--- src/rtl/adc_stream_responder.sv ---
// Command/response ADC front end: accepts a channel command, waits CONV_CYCLES, answers with one beat.
// Define ADC_RESP_RAMP_EN to replace the sample ports with internal per-channel ramp counters.
module adc_stream_responder #(
   parameter int unsigned CONV_CYCLES = 4
) (
   input  logic        sys_clk,
   input  logic        Reset_h,
   input  logic        command_valid,
   input  logic [4:0]  command_channel,
   input  logic        command_startofpacket,
   input  logic        command_endofpacket,
   output logic        command_ready,
   output logic        response_valid,
   output logic [4:0]  response_channel,
   output logic [11:0] response_data,
   output logic        response_startofpacket,
   output logic        response_endofpacket,
   input  logic [11:0] sample_ch1,
   input  logic [11:0] sample_ch2,
   output logic        busy
);

   typedef enum logic [1:0] {
      IDLE    = 2'd0,
      CONVERT = 2'd1,
      RESPOND = 2'd2
   } state_t;

   localparam logic [7:0] LAST_CNT = 8'(CONV_CYCLES - 1);

   function automatic logic [11:0] select_sample(input logic [4:0]  ch,
                                                 input logic [11:0] s1,
                                                 input logic [11:0] s2);
      logic [11:0] r;
      case (ch)
         5'd1:    r = s1;
         5'd2:    r = s2;
         default: r = 12'h000;
      endcase
      return r;
   endfunction

   state_t      state_q, state_d;
   logic [7:0]  cnt_q, cnt_d;
   logic [4:0]  ch_q, ch_d;
   logic        sop_q, sop_d;
   logic        eop_q, eop_d;
   logic [11:0] sample_q, sample_d;
   logic [4:0]  resp_ch_q, resp_ch_d;
   logic [11:0] resp_data_q, resp_data_d;
   logic        resp_sop_q, resp_sop_d;
   logic        resp_eop_q, resp_eop_d;
   logic [11:0] src1_s, src2_s;

`ifdef ADC_RESP_RAMP_EN
   logic [11:0] ramp1_q, ramp1_d;
   logic [11:0] ramp2_q, ramp2_d;
   logic        unused_samples_s;

   assign unused_samples_s = ^{sample_ch1, sample_ch2};
   assign src1_s = ramp1_q;
   assign src2_s = ramp2_q;
`else
   assign src1_s = sample_ch1;
   assign src2_s = sample_ch2;
`endif

   assign command_ready          = (state_q == IDLE);
   assign busy                   = (state_q != IDLE);
   assign response_valid         = (state_q == RESPOND);
   assign response_channel       = resp_ch_q;
   assign response_data          = resp_data_q;
   assign response_startofpacket = resp_sop_q;
   assign response_endofpacket   = resp_eop_q;

   // Next-state, capture and response-register update logic
   always_comb begin
      state_d     = state_q;
      cnt_d       = cnt_q;
      ch_d        = ch_q;
      sop_d       = sop_q;
      eop_d       = eop_q;
      sample_d    = sample_q;
      resp_ch_d   = resp_ch_q;
      resp_data_d = resp_data_q;
      resp_sop_d  = resp_sop_q;
      resp_eop_d  = resp_eop_q;
`ifdef ADC_RESP_RAMP_EN
      ramp1_d     = ramp1_q;
      ramp2_d     = ramp2_q;
`endif
      case (state_q)
         IDLE: begin
            if (command_valid) begin
               ch_d     = command_channel;
               sop_d    = command_startofpacket;
               eop_d    = command_endofpacket;
               sample_d = select_sample(command_channel, src1_s, src2_s);
               cnt_d    = 8'd0;
               state_d  = CONVERT;
            end else begin
               state_d  = IDLE;
            end
         end
         CONVERT: begin
            cnt_d = cnt_q + 8'd1;
            // Response fields move to the outputs only as RESPOND begins
            if (cnt_q == LAST_CNT) begin
               state_d     = RESPOND;
               resp_ch_d   = ch_q;
               resp_data_d = sample_q;
               resp_sop_d  = sop_q;
               resp_eop_d  = eop_q;
            end else begin
               state_d     = CONVERT;
            end
         end
         RESPOND: begin
            state_d = IDLE;
            cnt_d   = 8'd0;
`ifdef ADC_RESP_RAMP_EN
            if (ch_q == 5'd1) begin
               ramp1_d = ramp1_q + 12'd1;
            end else if (ch_q == 5'd2) begin
               ramp2_d = ramp2_q + 12'd1;
            end else begin
               ramp1_d = ramp1_q;
            end
`endif
         end
         default: begin
            state_d = IDLE;
            cnt_d   = 8'd0;
         end
      endcase
   end

   // State and datapath registers, asynchronously cleared
   always_ff @(posedge sys_clk or posedge Reset_h) begin
      if (Reset_h) begin
         state_q     <= IDLE;
         cnt_q       <= 8'd0;
         ch_q        <= 5'd0;
         sop_q       <= 1'b0;
         eop_q       <= 1'b0;
         sample_q    <= 12'h000;
         resp_ch_q   <= 5'd0;
         resp_data_q <= 12'h000;
         resp_sop_q  <= 1'b0;
         resp_eop_q  <= 1'b0;
`ifdef ADC_RESP_RAMP_EN
         ramp1_q     <= 12'h000;
         ramp2_q     <= 12'h800;
`endif
      end else begin
         state_q     <= state_d;
         cnt_q       <= cnt_d;
         ch_q        <= ch_d;
         sop_q       <= sop_d;
         eop_q       <= eop_d;
         sample_q    <= sample_d;
         resp_ch_q   <= resp_ch_d;
         resp_data_q <= resp_data_d;
         resp_sop_q  <= resp_sop_d;
         resp_eop_q  <= resp_eop_d;
`ifdef ADC_RESP_RAMP_EN
         ramp1_q     <= ramp1_d;
         ramp2_q     <= ramp2_d;
`endif
      end
   end

endmodule

--- config.mk ---
export PLATFORM = sky130hd
export DESIGN_NAME = adc_stream_responder
export DESIGN_NICKNAME = d
export VERILOG_FILES = /design/src/rtl/adc_stream_responder.sv
export SDC_FILE = /design/constraint.sdc
export NUM_CORES = 1
export LEC_CHECK = 0
export ABC_AREA = 1
export CAP_MARGIN = 20
export CORE_MARGIN = 4
export CORE_UTILIZATION = 52
export DETAILED_ROUTE_END_ITERATION = 8
export PLACE_DENSITY = 0.84
export REMOVE_ABC_BUFFERS = 1
export SLEW_MARGIN = 10
export SYNTH_ARGS = -nofsm -noshare
export SYNTH_HDL_FRONTEND = slang
export SYNTH_SLANG_ARGS = --single-unit
--- constraint.sdc ---
create_clock -name sys_clk -period 2.85 [get_ports sys_clk]
set_input_delay 0.4275 -clock sys_clk [delete_from_list [all_inputs] [get_ports sys_clk]]
set_output_delay 0.4275 -clock sys_clk [all_outputs]
set_load 0.005 [all_outputs]
==> flow_results.xml <==
<?xml version="1.0" encoding="UTF-8"?>
<metrics>
  <group name="worst_setup_path">
    <metric name="path_delay_family" unit="">buffers and inverters</metric>
    <metric name="timing.critical_path.arrival" unit="ns">1.40</metric>
    <metric name="critical_path.endpoint_type" unit="">output pin</metric>
    <metric name="setup.worst_path.class" unit="">reg2out</metric>
    <metric name="worst_path_cell_chain" unit="">nor2_4 -&gt; clkdlybuf4s50_1</metric>
    <metric name="worst-path-max-fanout" unit="">4</metric>
    <metric name="critical-path-max-stage-delay" unit="ns">0.52</metric>
    <metric name="cpMaxStageDelayCell" unit="">clkdlybuf4s50_1</metric>
    <metric name="critical_path_buf_inv_count" unit="">1</metric>
    <metric name="worst_ep_required_time" unit="ns">2.42</metric>
    <metric name="startpoint_class" unit="">register</metric>
  </group>
  <group name="synthesis">
    <metric name="synth.cell_area" unit="um^2">2300</metric>
    <metric name="synth_top_family_by_area" unit="">simple AND/OR/NAND/NOR gates</metric>
    <metric name="synthMostInstantiatedCell" unit="">nand2_1</metric>
    <metric name="avgSynthCellArea" unit="um^2">8.22</metric>
    <metric name="yosys_register_bits" unit="">48</metric>
    <metric name="synthDistinctLibCells" unit="">21</metric>
    <metric name="synth_sequential_area_ratio" unit="%">52.2</metric>
    <metric name="yosys.area_share.adder" unit="%">0.543</metric>
    <metric name="synth_enable_flop_cells" unit="">0</metric>
    <metric name="synth_xor_xnor_area_share" unit="%">0</metric>
    <metric name="synth_compound_gate_area_share" unit="%">2.88</metric>
    <metric name="synth.area.mux_share" unit="%">0</metric>
    <metric name="list_of_most_frequent_post_synthesis_cells" unit="">nand2_1, dfrtp_1, nand3_1</metric>
    <metric name="synth.top_cells.by_area" unit="">dfrtp_1, nand2_1, nand4_1</metric>
    <metric name="synth-async-reset-ratio" unit="%">100</metric>
    <metric name="synth_simple_gate_area_share" unit="%">36.9</metric>
    <metric name="synth-main-ff-cell" unit="">dfrtp_1</metric>
    <metric name="ys.warnings.count" unit="">0</metric>
    <metric name="number_of_standard_cells_after_synthesis" unit="">280</metric>
    <metric name="synthDominantCellAreaShare" unit="%">52.2</metric>
    <metric name="synth.largest_area_cell" unit="">dfrtp_1</metric>
  </group>
  <group name="placed_design">
    <metric name="numPlacedInstances" unit="">372</metric>
    <metric name="detailed_place_hpwl" unit="um">3500</metric>
    <metric name="port-buffer-count" unit="">55</metric>
    <metric name="pre_cts_slack" unit="ns">0.848</metric>
    <metric name="gpl_wtd_cong" unit="">0.785</metric>
  </group>
  <group name="floorplan">
    <metric name="initial_utilization" unit="%">55.6</metric>
    <metric name="dieWidth" unit="um">74.5</metric>
    <metric name="core-area" unit="um^2">4140</metric>
    <metric name="i_o_pin_cnt" unit="">56</metric>
    <metric name="design.die.area" unit="um^2">5560</metric>
    <metric name="placementRows" unit="">23</metric>
    <metric name="die_h" unit="um">74.5</metric>
  </group>
  <group name="min_path">
    <metric name="hold_class" unit="">reg2reg</metric>
  </group>
  <group name="layout">
    <metric name="fillers" unit="">333</metric>
    <metric name="multi_input_comb_area" unit="um^2">928</metric>
    <metric name="final_cells" unit="">380</metric>
    <metric name="final_layout_size_suffix_gt1_share" unit="%">6.97</metric>
    <metric name="flow.area_growth_from_synthesis" unit="%">26.6</metric>
    <metric name="num_antenna_cells" unit="">0</metric>
    <metric name="nets" unit="">364</metric>
    <metric name="area_of_all_sequential_standard_cells" unit="um^2">1200</metric>
  </group>
  <group name="clock_tree">
    <metric name="clock_tree.htree_level_count" unit="">2</metric>
    <metric name="cts_hold_repair.buffers" unit="">0</metric>
    <metric name="worstSkewPairLatency" unit="ns">0.30</metric>
    <metric name="post_cts_setup_buffer_count" unit="">0</metric>
    <metric name="clock_tree.buffer_depth" unit="">2</metric>
    <metric name="cts-resized-gates" unit="">0</metric>
    <metric name="cts_root_buf" unit="">clkbuf_8</metric>
    <metric name="cts-buffers-inserted" unit="">5</metric>
    <metric name="cts.sinks" unit="">48</metric>
    <metric name="clk_pin_slew_worst_paths" unit="ns">0.09</metric>
    <metric name="cts_tree" unit="">done</metric>
  </group>
  <group name="detailed_routing">
    <metric name="drt_pass1_iterations" unit="">4</metric>
    <metric name="ant_nets" unit="">0</metric>
    <metric name="detail_route.vias_per_cell" unit="">5.34</metric>
    <metric name="routed_wire_length_per_instance" unit="um">13.2</metric>
    <metric name="routed-via-count" unit="">2029</metric>
    <metric name="drt_wl_total" unit="um">5030</metric>
    <metric name="dr.first_iter.drc_count" unit="">149</metric>
    <metric name="drcViolationCount" unit="">0</metric>
  </group>
  <group name="sta">
    <metric name="worst_pin_slew" unit="ns">0.773</metric>
    <metric name="final.period_utilization" unit="%">64.1</metric>
    <metric name="grt_setup_unrepaired" unit="">false</metric>
    <metric name="finalSetupViolations" unit="">0</metric>
    <metric name="maxSlewHeadroom" unit="%">48.3</metric>
    <metric name="final_max_slew_viol_count" unit="">0</metric>
    <metric name="achievable_frequency" unit="MHz">547</metric>
    <metric name="fin_ws" unit="ns">1.02</metric>
    <metric name="finalHoldViolCount" unit="">0</metric>
    <metric name="finClkSkew" unit="ns">0.00654</metric>
    <metric name="fin_tns_setup" unit="ns">0</metric>
    <metric name="final_critical_period" unit="ns">1.83</metric>
  </group>
  <group name="pwr">
    <metric name="power.leakage" unit="uW">0.00149</metric>
    <metric name="irDropWorstVdd" unit="mV">0.263</metric>
    <metric name="powerDensity" unit="nW/um^2">405</metric>
  </group>
  <group name="job">
    <metric name="cap_viol_max_count" unit="">0</metric>
  </group>
  <group name="global_route">
    <metric name="first_pass_grt_wire_length" unit="um">8250</metric>
    <metric name="largest_net_degree_at_the_start_of_global_routing" unit="">29</metric>
    <metric name="antenna_found_initial" unit="">0</metric>
    <metric name="globalRoute.totalOverflow" unit="">0</metric>
    <metric name="grt.total_usage" unit="%">19.4</metric>
    <metric name="first_global_vias" unit="">1829</metric>
  </group>
  <group name="outcome">
    <metric name="run_status" unit="">finished clean</metric>
  </group>
</metrics>
==> routing by layer <==
layer	part of all wire [%]	vias to the layer above	wire length [um]	GRT usage, %
met4	0.64	0	32	2.96
met2	46	80	2330	31.8
met3	8.7	5	440	6.35
li1	-	1004	-	-
met1	44	940	2230	25.7
met5	0	-	0	0
==> metrics by stage <==
step                instance area [um^2]  utilization (%)  hold WS (ns)  power (uW)
floorplan                           2190                -         0.450         720
global placement                    2820             68.1         0.453         778
detailed placement                  2820             68.1         0.458         778
CTS                                 2920             70.4         0.479        1190
global route                        2920             70.4         0.485        1230
finish                              2920             70.4         0.472        1180
==> where the power goes <==
part	total (uW)	switching [uW]	internal [uW]
clock	417	220	197
combinational	83.6	38.7	44.9
sequential	680	0	680
==> final timing paths <==
path / depth (start not counted) / start / slack (ns) / end
setup / recovery: 2 / state_q[0]$_DFF_PP0_ / 1.02 / command_ready
hold / removal: 2 / response_endofpacket$_DFFE_PP0P_ / 0.47 / response_endofpacket$_DFFE_PP0P_
setup reg to reg: 6 / cnt_q[0]$_DFFE_PP0P_ / 1.11 / response_data[8]$_DFFE_PP0P_
hold reg to reg: 2 / response_endofpacket$_DFFE_PP0P_ / 0.47 / response_endofpacket$_DFFE_PP0P_
max in group asynchronous: 3 / Reset_h / 1.74 / sample_q[10]$_DFFE_PP0P_
min in group asynchronous: 2 / Reset_h / 0.51 / eop_q$_DFFE_PP0P_
==> cells in the final DEF, fill, tap and decap left out, drive strengths merged, types with 2 or more instances in the layout <==
master         instances
nand4                 25
buf                    2
nand3                 27
inv                   17
nor2                  10
nand2                124
dfrtp                 48
clkbuf                 7
o21ai                 10
clkdlybuf4s50         55
==> layout make-up <==
class                   instances  area share (%)
inverters                      17            2.19
multi-input cells             200            31.8
flip-flops and latches         48            41.2
repair buffers                 57            19.4
clock buffers                   7            2.96
clock inverters                 1           0.258
well taps                      50            2.15
==> kinds of logic after synthesis <==
| family | Yosys count |
|---|---|
| compound gates | 12 |
| buf+inv | 32 |
| fa+ha+maj | 1 |
| simple gates | 187 |
| flops | 48 |
==> tightest hold or removal path: stages (launching register included) <==
cell     delay [ns]
dfrtp_1        0.35
nand2_1        0.05
nand2_1        0.04
==> state kept, by name, summed over array words and instances (netlist names) <==
signal,cells
response_data,12
sample_q,12
cnt_q,8
ch_q,5
response_channel,5
state_q,2
eop_q,1
response_endofpacket,1
response_startofpacket,1
sop_q,1
No activity file was read; power rests on OpenSTA's default activity.
==> patch 1, RTL diff (config.mk and constraints unchanged) <==
Make the reset (`Reset_h`) synchronous in one clocked block. Comments in the files are not updated.
--- a/src/rtl/adc_stream_responder.sv
+++ b/src/rtl/adc_stream_responder.sv
@@ -138,3 +138,3 @@
    // State and datapath registers, asynchronously cleared
-   always_ff @(posedge sys_clk or posedge Reset_h) begin
+   always_ff @(posedge sys_clk) begin
       if (Reset_h) begin
Behaviour: differs if Reset_h is asserted again (counterexample within 4 cycles, from zero or initial values and one cycle with Reset_h high); with Reset_h held inactive, the same outputs for 10 cycles.
==> patch 1 against the original RTL <==
  * Area after synthesis up 1.3%
  * Sequential cell count unchanged
  * Via count up 13%
  * First-iteration DRC count up 51%
  * Utilization down 2.2 points
  * Cell count up 12%
  * Sequential share of layout area down 8.8 points
  * Highest routed layer unchanged
  * Worst setup slack better by 0.061 ns
  * Die area up 1.1%
  * Cell area up 1.7%
  * Critical path type unchanged
  * Routed wire length up 8.1%
Power is not compared: it rests on default switching activity, and its combinational part moved more than twofold at a synthesized area within 25%.
==> patch 1: results (changes against the original RTL) <==
metric	value	unit	change
Main synth FF type	dfxtp_1		
vias in the first global route	2054		+12%
drt total wl	5.44	mm	+8.1%
post-synthesis sequential area ratio	0.412		-0.110
drt first-iter violations	225		+51%
Pre-Repair DR Iteration Count	6		+2
DR WL/cell	12.8	um	-3.1%
Clock Pin Slew Worst Setup and Hold Paths	0.09	ns	about the same
Worst Path Arrival	1.34	ns	-0.06 ns
Distinct cells, synth	26		+24%
Final nets	406		+12%
Synth top cells by count	53 x nand2_1, 48 x dfxtp_1, 44 x a21oi_1, 40 x inv_1, 34 x nor2_1		
crit path max fanout	2		-2
slew of the pin with the lowest slew margin	0.827	ns	+0.0541 ns
Async S/R FF share, synth	0		-1.00
dpl cell area	2830	um^2	+0.22%
Max Fclk	566	MHz	+3.5%
hpwl dp	3.64	mm	+4.2%
Post-Syn Area per Cell	7.13	um^2	-13%
status	completed		
layout cell share with drive strength beyond 1	0.0618		-0.00787
Cells after DPL	416		+12%
ranking of synthesized cells by area	dfxtp_1 41%, a21oi_1 9.4%, nand2_1 8.5%		
Fin Clk Skew	0.00841	ns	+0.00188 ns
GRT Total Usage	0.209		+0.0154
first-pass GRT wire length	9.03	mm	+9.4%
==> patch 1: cell types whose count changed in the layout (fill, tap and decap cells not counted), moves of 2 or more <==
cell / before / now
inv_1: 11 / 40
nand3_1: 26 / 33
a21oi_1: 0 / 44
nor2_1: 5 / 34
dfrtp_1: 48 / 0
a21oi_2: 0 / 2
bufinv_16: 0 / 2
dfxtp_1: 0 / 48
nor2_4: 4 / 2
nand3b_1: 1 / 4
inv_2: 6 / 3
nand2_1: 122 / 53
==> patch 1: cell families after synthesis <==
kind of cell	count (synthesis)	synth area share
and+or+nand+nor	157	0.326
buffers and inverters	63	0.127
AOI/OAI and AO/OA	58	0.130
DFF	48	0.412
adders and majority gates	1	0.00537
==> patch 1: final timing paths <==
path / start / end / slack [ns] / cells past startpoint
worst max-delay path: state_q[1] / response_valid / 1.08 / 3
worst max register to register: cnt_q[0] / response_data[3] / 1.24 / 6
worst min-delay path: eop_q / eop_q / 0.46 / 2
worst min register to register: eop_q / eop_q / 0.46 / 2
==> patch 1: cell type report <==
class / instances / area [um^2] / area share
Multi-Input combinational cell: 216 / 1070 / 0.362
Clock buffer: 5 / 68.8 / 0.0232
Timing Repair Buffer: 57 / 566 / 0.191
Inverter: 43 / 161 / 0.0544
Tap cell: 52 / 65.1 / 0.0219
Clock inverter: 3 / 68.8 / 0.0232
Sequential cell: 48 / 961 / 0.324
==> patch 1: metal layers <==
| metal | up-vias | part of all wire | GRT usage |
|---|---|---|---|
| li1 | 1161 | - | - |
| met1 | 1025 | 0.43 | 0.254 |
| met2 | 96 | 0.48 | 0.363 |
| met3 | 8 | 0.082 | 0.0521 |
| met4 | 0 | 0.012 | 0.0632 |
| met5 | - | 0 | 0 |
==> patch 1: power groups by stage <==
stage               Sequential, mW  Combinational, mW  Clock, mW
floorplan                    0.718             0.0990          0
global placement             0.719              0.182          0
detailed placement           0.720              0.186          0
CTS                          0.704              0.188      0.598
global route                 0.707              0.214      0.625
finish                       0.704              0.189      0.593
==> patch 1: stage by stage <==
stage	util	hold slack, ns
CTS	0.681	0.463
finish	0.681	0.464
floorplan	-	0.432
global placement	0.649	0.441
global route	0.681	0.490
detailed placement	0.649	0.449
==> patch 1: critical path, stage by stage (launching register included) <==
cell	delay, ns
dfxtp_1	0.39
inv_1	0.07
nor2_1	0.08
clkdlybuf4s50_1	0.50
==> patch 2, RTL diff (same flow settings) <==
Without the edit above. The option `ADC_RESP_RAMP_EN` is turned on by a define.
--- a/src/rtl/adc_stream_responder.sv
+++ b/src/rtl/adc_stream_responder.sv
@@ -2,2 +2,4 @@
 // Define ADC_RESP_RAMP_EN to replace the sample ports with internal per-channel ramp counters.
+`define ADC_RESP_RAMP_EN
+
 module adc_stream_responder #(
Check against the original RTL: not equivalent (Yosys sat finds a counterexample within 10 cycles, from zero or initial values and one cycle with Reset_h high).
==> patch 2 against the original RTL <==
  * Die area rose by 42%
  * Area after synthesis rose by 48%
  * Worst setup slack got worse by 0.097 ns
  * Maximum frequency fell by 5.0%
  * Global-route usage rose by 0.32 points
  * Sequential share of layout area rose by 4.0 points
  * Sequential cell count rose by 24
  * Cell area rose by 37%
  * Total power rose to 2.6 times the old value
  * Routed wire length rose by 34%
  * Highest routed layer unchanged
==> patch 2: results (changes against the original RTL) <==
metric	value	unit	change
status	completed		
post-cts resize count	0		unchanged
Worst Path Arrival	1.50	ns	+0.10 ns
FILL cells	508		+53%
Final nets	481		+32%
XOR/XNOR Fraction of Synth Area	0.0411		+0.0411
Clock Pin Slew Worst Setup and Hold Paths	0.07	ns	-0.02 ns
Leak	1.85	nW	+24%
worst relative slew slack	0.546		+0.0636
largest net degree at the start of global routing	73		+150%
CP top delay family	buffers and inverters		
number of warnings issued by yosys	0		unchanged
Synth Area in Adders	0.0110		+0.00557
RD Place Congestion	0.879		+12%
Pre-Repair DR Iteration Count	4		unchanged
CTS H-tree lvls	3		+1
Port-buffer cells	31		-44%
vias in the first global route	2608		+43%
layout cell share with drive strength beyond 1	0.0624		-0.00734
hpwl dp	4.71	mm	+35%
first-pass GRT wire length	11.8	mm	+43%
ranking of synthesized cells by area	dfrtp_1 52%, nand2_1 13%, o21ai_0 6.9%		
Hold Path Class	flip-flop to flip-flop		
Max IR drop VDD	0.000446	V	+70%
root buffer cell	clkbuf_8		
crit path max fanout	4		unchanged
Fin Clk Skew	0.00876	ns	+0.00222 ns
initial antenna violation count	0		unchanged
# diodes	0		unchanged
drt total wl	6.76	mm	+34%
worst skew pair latency	0.34	ns	+0.04 ns
drt first-iter violations	162		+8.7%
post-synthesis sequential area ratio	0.529		+0.00707
Distinct cells, synth	28		+33%
DR vias	2738		+35%
GRT Total Usage	0.197		+0.00324
compound-gate portion of the synthesized area	0.0833		+0.0545
Num CTS Buffers	9		+4
Synth top cells by count	119 x nand2_1, 71 x dfrtp_1, 54 x inv_1, 47 x o21ai_0, 26 x nor2_1		
==> patch 2: power by group <==
| group | internal, mW | switching (mW) | total, mW |
|---|---|---|---|
| logic | 0.429 | 0.444 | 0.874 |
| registers | 1.26 | 0.156 | 1.42 |
| clock network | 0.413 | 0.350 | 0.763 |
| total | 2.11 | 0.950 | 3.06 |
==> patch 2: cell type report <==
type | count | share of cell area
Inverter | 55 | 0.0518
Timing Repair Buffer | 34 | 0.0867
Clock buffer | 16 | 0.0477
Sequential cell | 72 | 0.452
Tap cell | 77 | 0.0242
Multi-Input combinational cell | 272 | 0.337
==> patch 2: kinds of logic (layout without fill, tap and decap cells) <==
logic type | count (synthesis) | after routing
compound gates | 55 | 55
xor+xnor | 16 | 16
fa+ha+maj | 3 | 3
buf+inv | 65 | 105
flops | 72 | 72
simple gates | 198 | 198
==> patch 2: metrics by stage <==
stage | instance area (um^2) | instances | setup WS (ns)
6_report | 3990 | 526 | 0.925
5_1_grt | 3990 | 526 | 0.818
4_1_cts | 3990 | 526 | 0.898
3_5_place_dp | 3790 | 510 | 0.756
3_3_place_gp | 3790 | 510 | 0.776
2_1_floorplan | 3350 | 399 | 0.599
==> patch 2: path summary, 6_finish.rpt <==
path / cells after the start / start / to / slack [ns]
setup / recovery: 3 / state_q[1] / busy / 0.92
hold reg to reg: 2 / eop_q / eop_q / 0.48
hold / removal: 2 / eop_q / eop_q / 0.48
max in group asynchronous: 3 / Reset_h / ramp2_q[11] / 2.03
min in group asynchronous: 3 / Reset_h / response_data[8] / 0.50
setup reg to reg: 7 / cnt_q[0] / response_data[3] / 1.10
==> patch 2: worst reg2reg max path: stages (launching register included) <==
cell     delay [ns]
dfrtp_1        0.42
ha_1           0.24
nand3_1        0.10
nor2_1         0.07
nand2_2        0.43
inv_1          0.22
nand2_1        0.11
nand2_1        0.05
==> patch 2: metal layers <==
layer,track usage,share of wire
met1,0.250,0.46
met2,0.326,0.48
met3,0.0424,0.037
met4,0.0866,0.022
met5,0,0
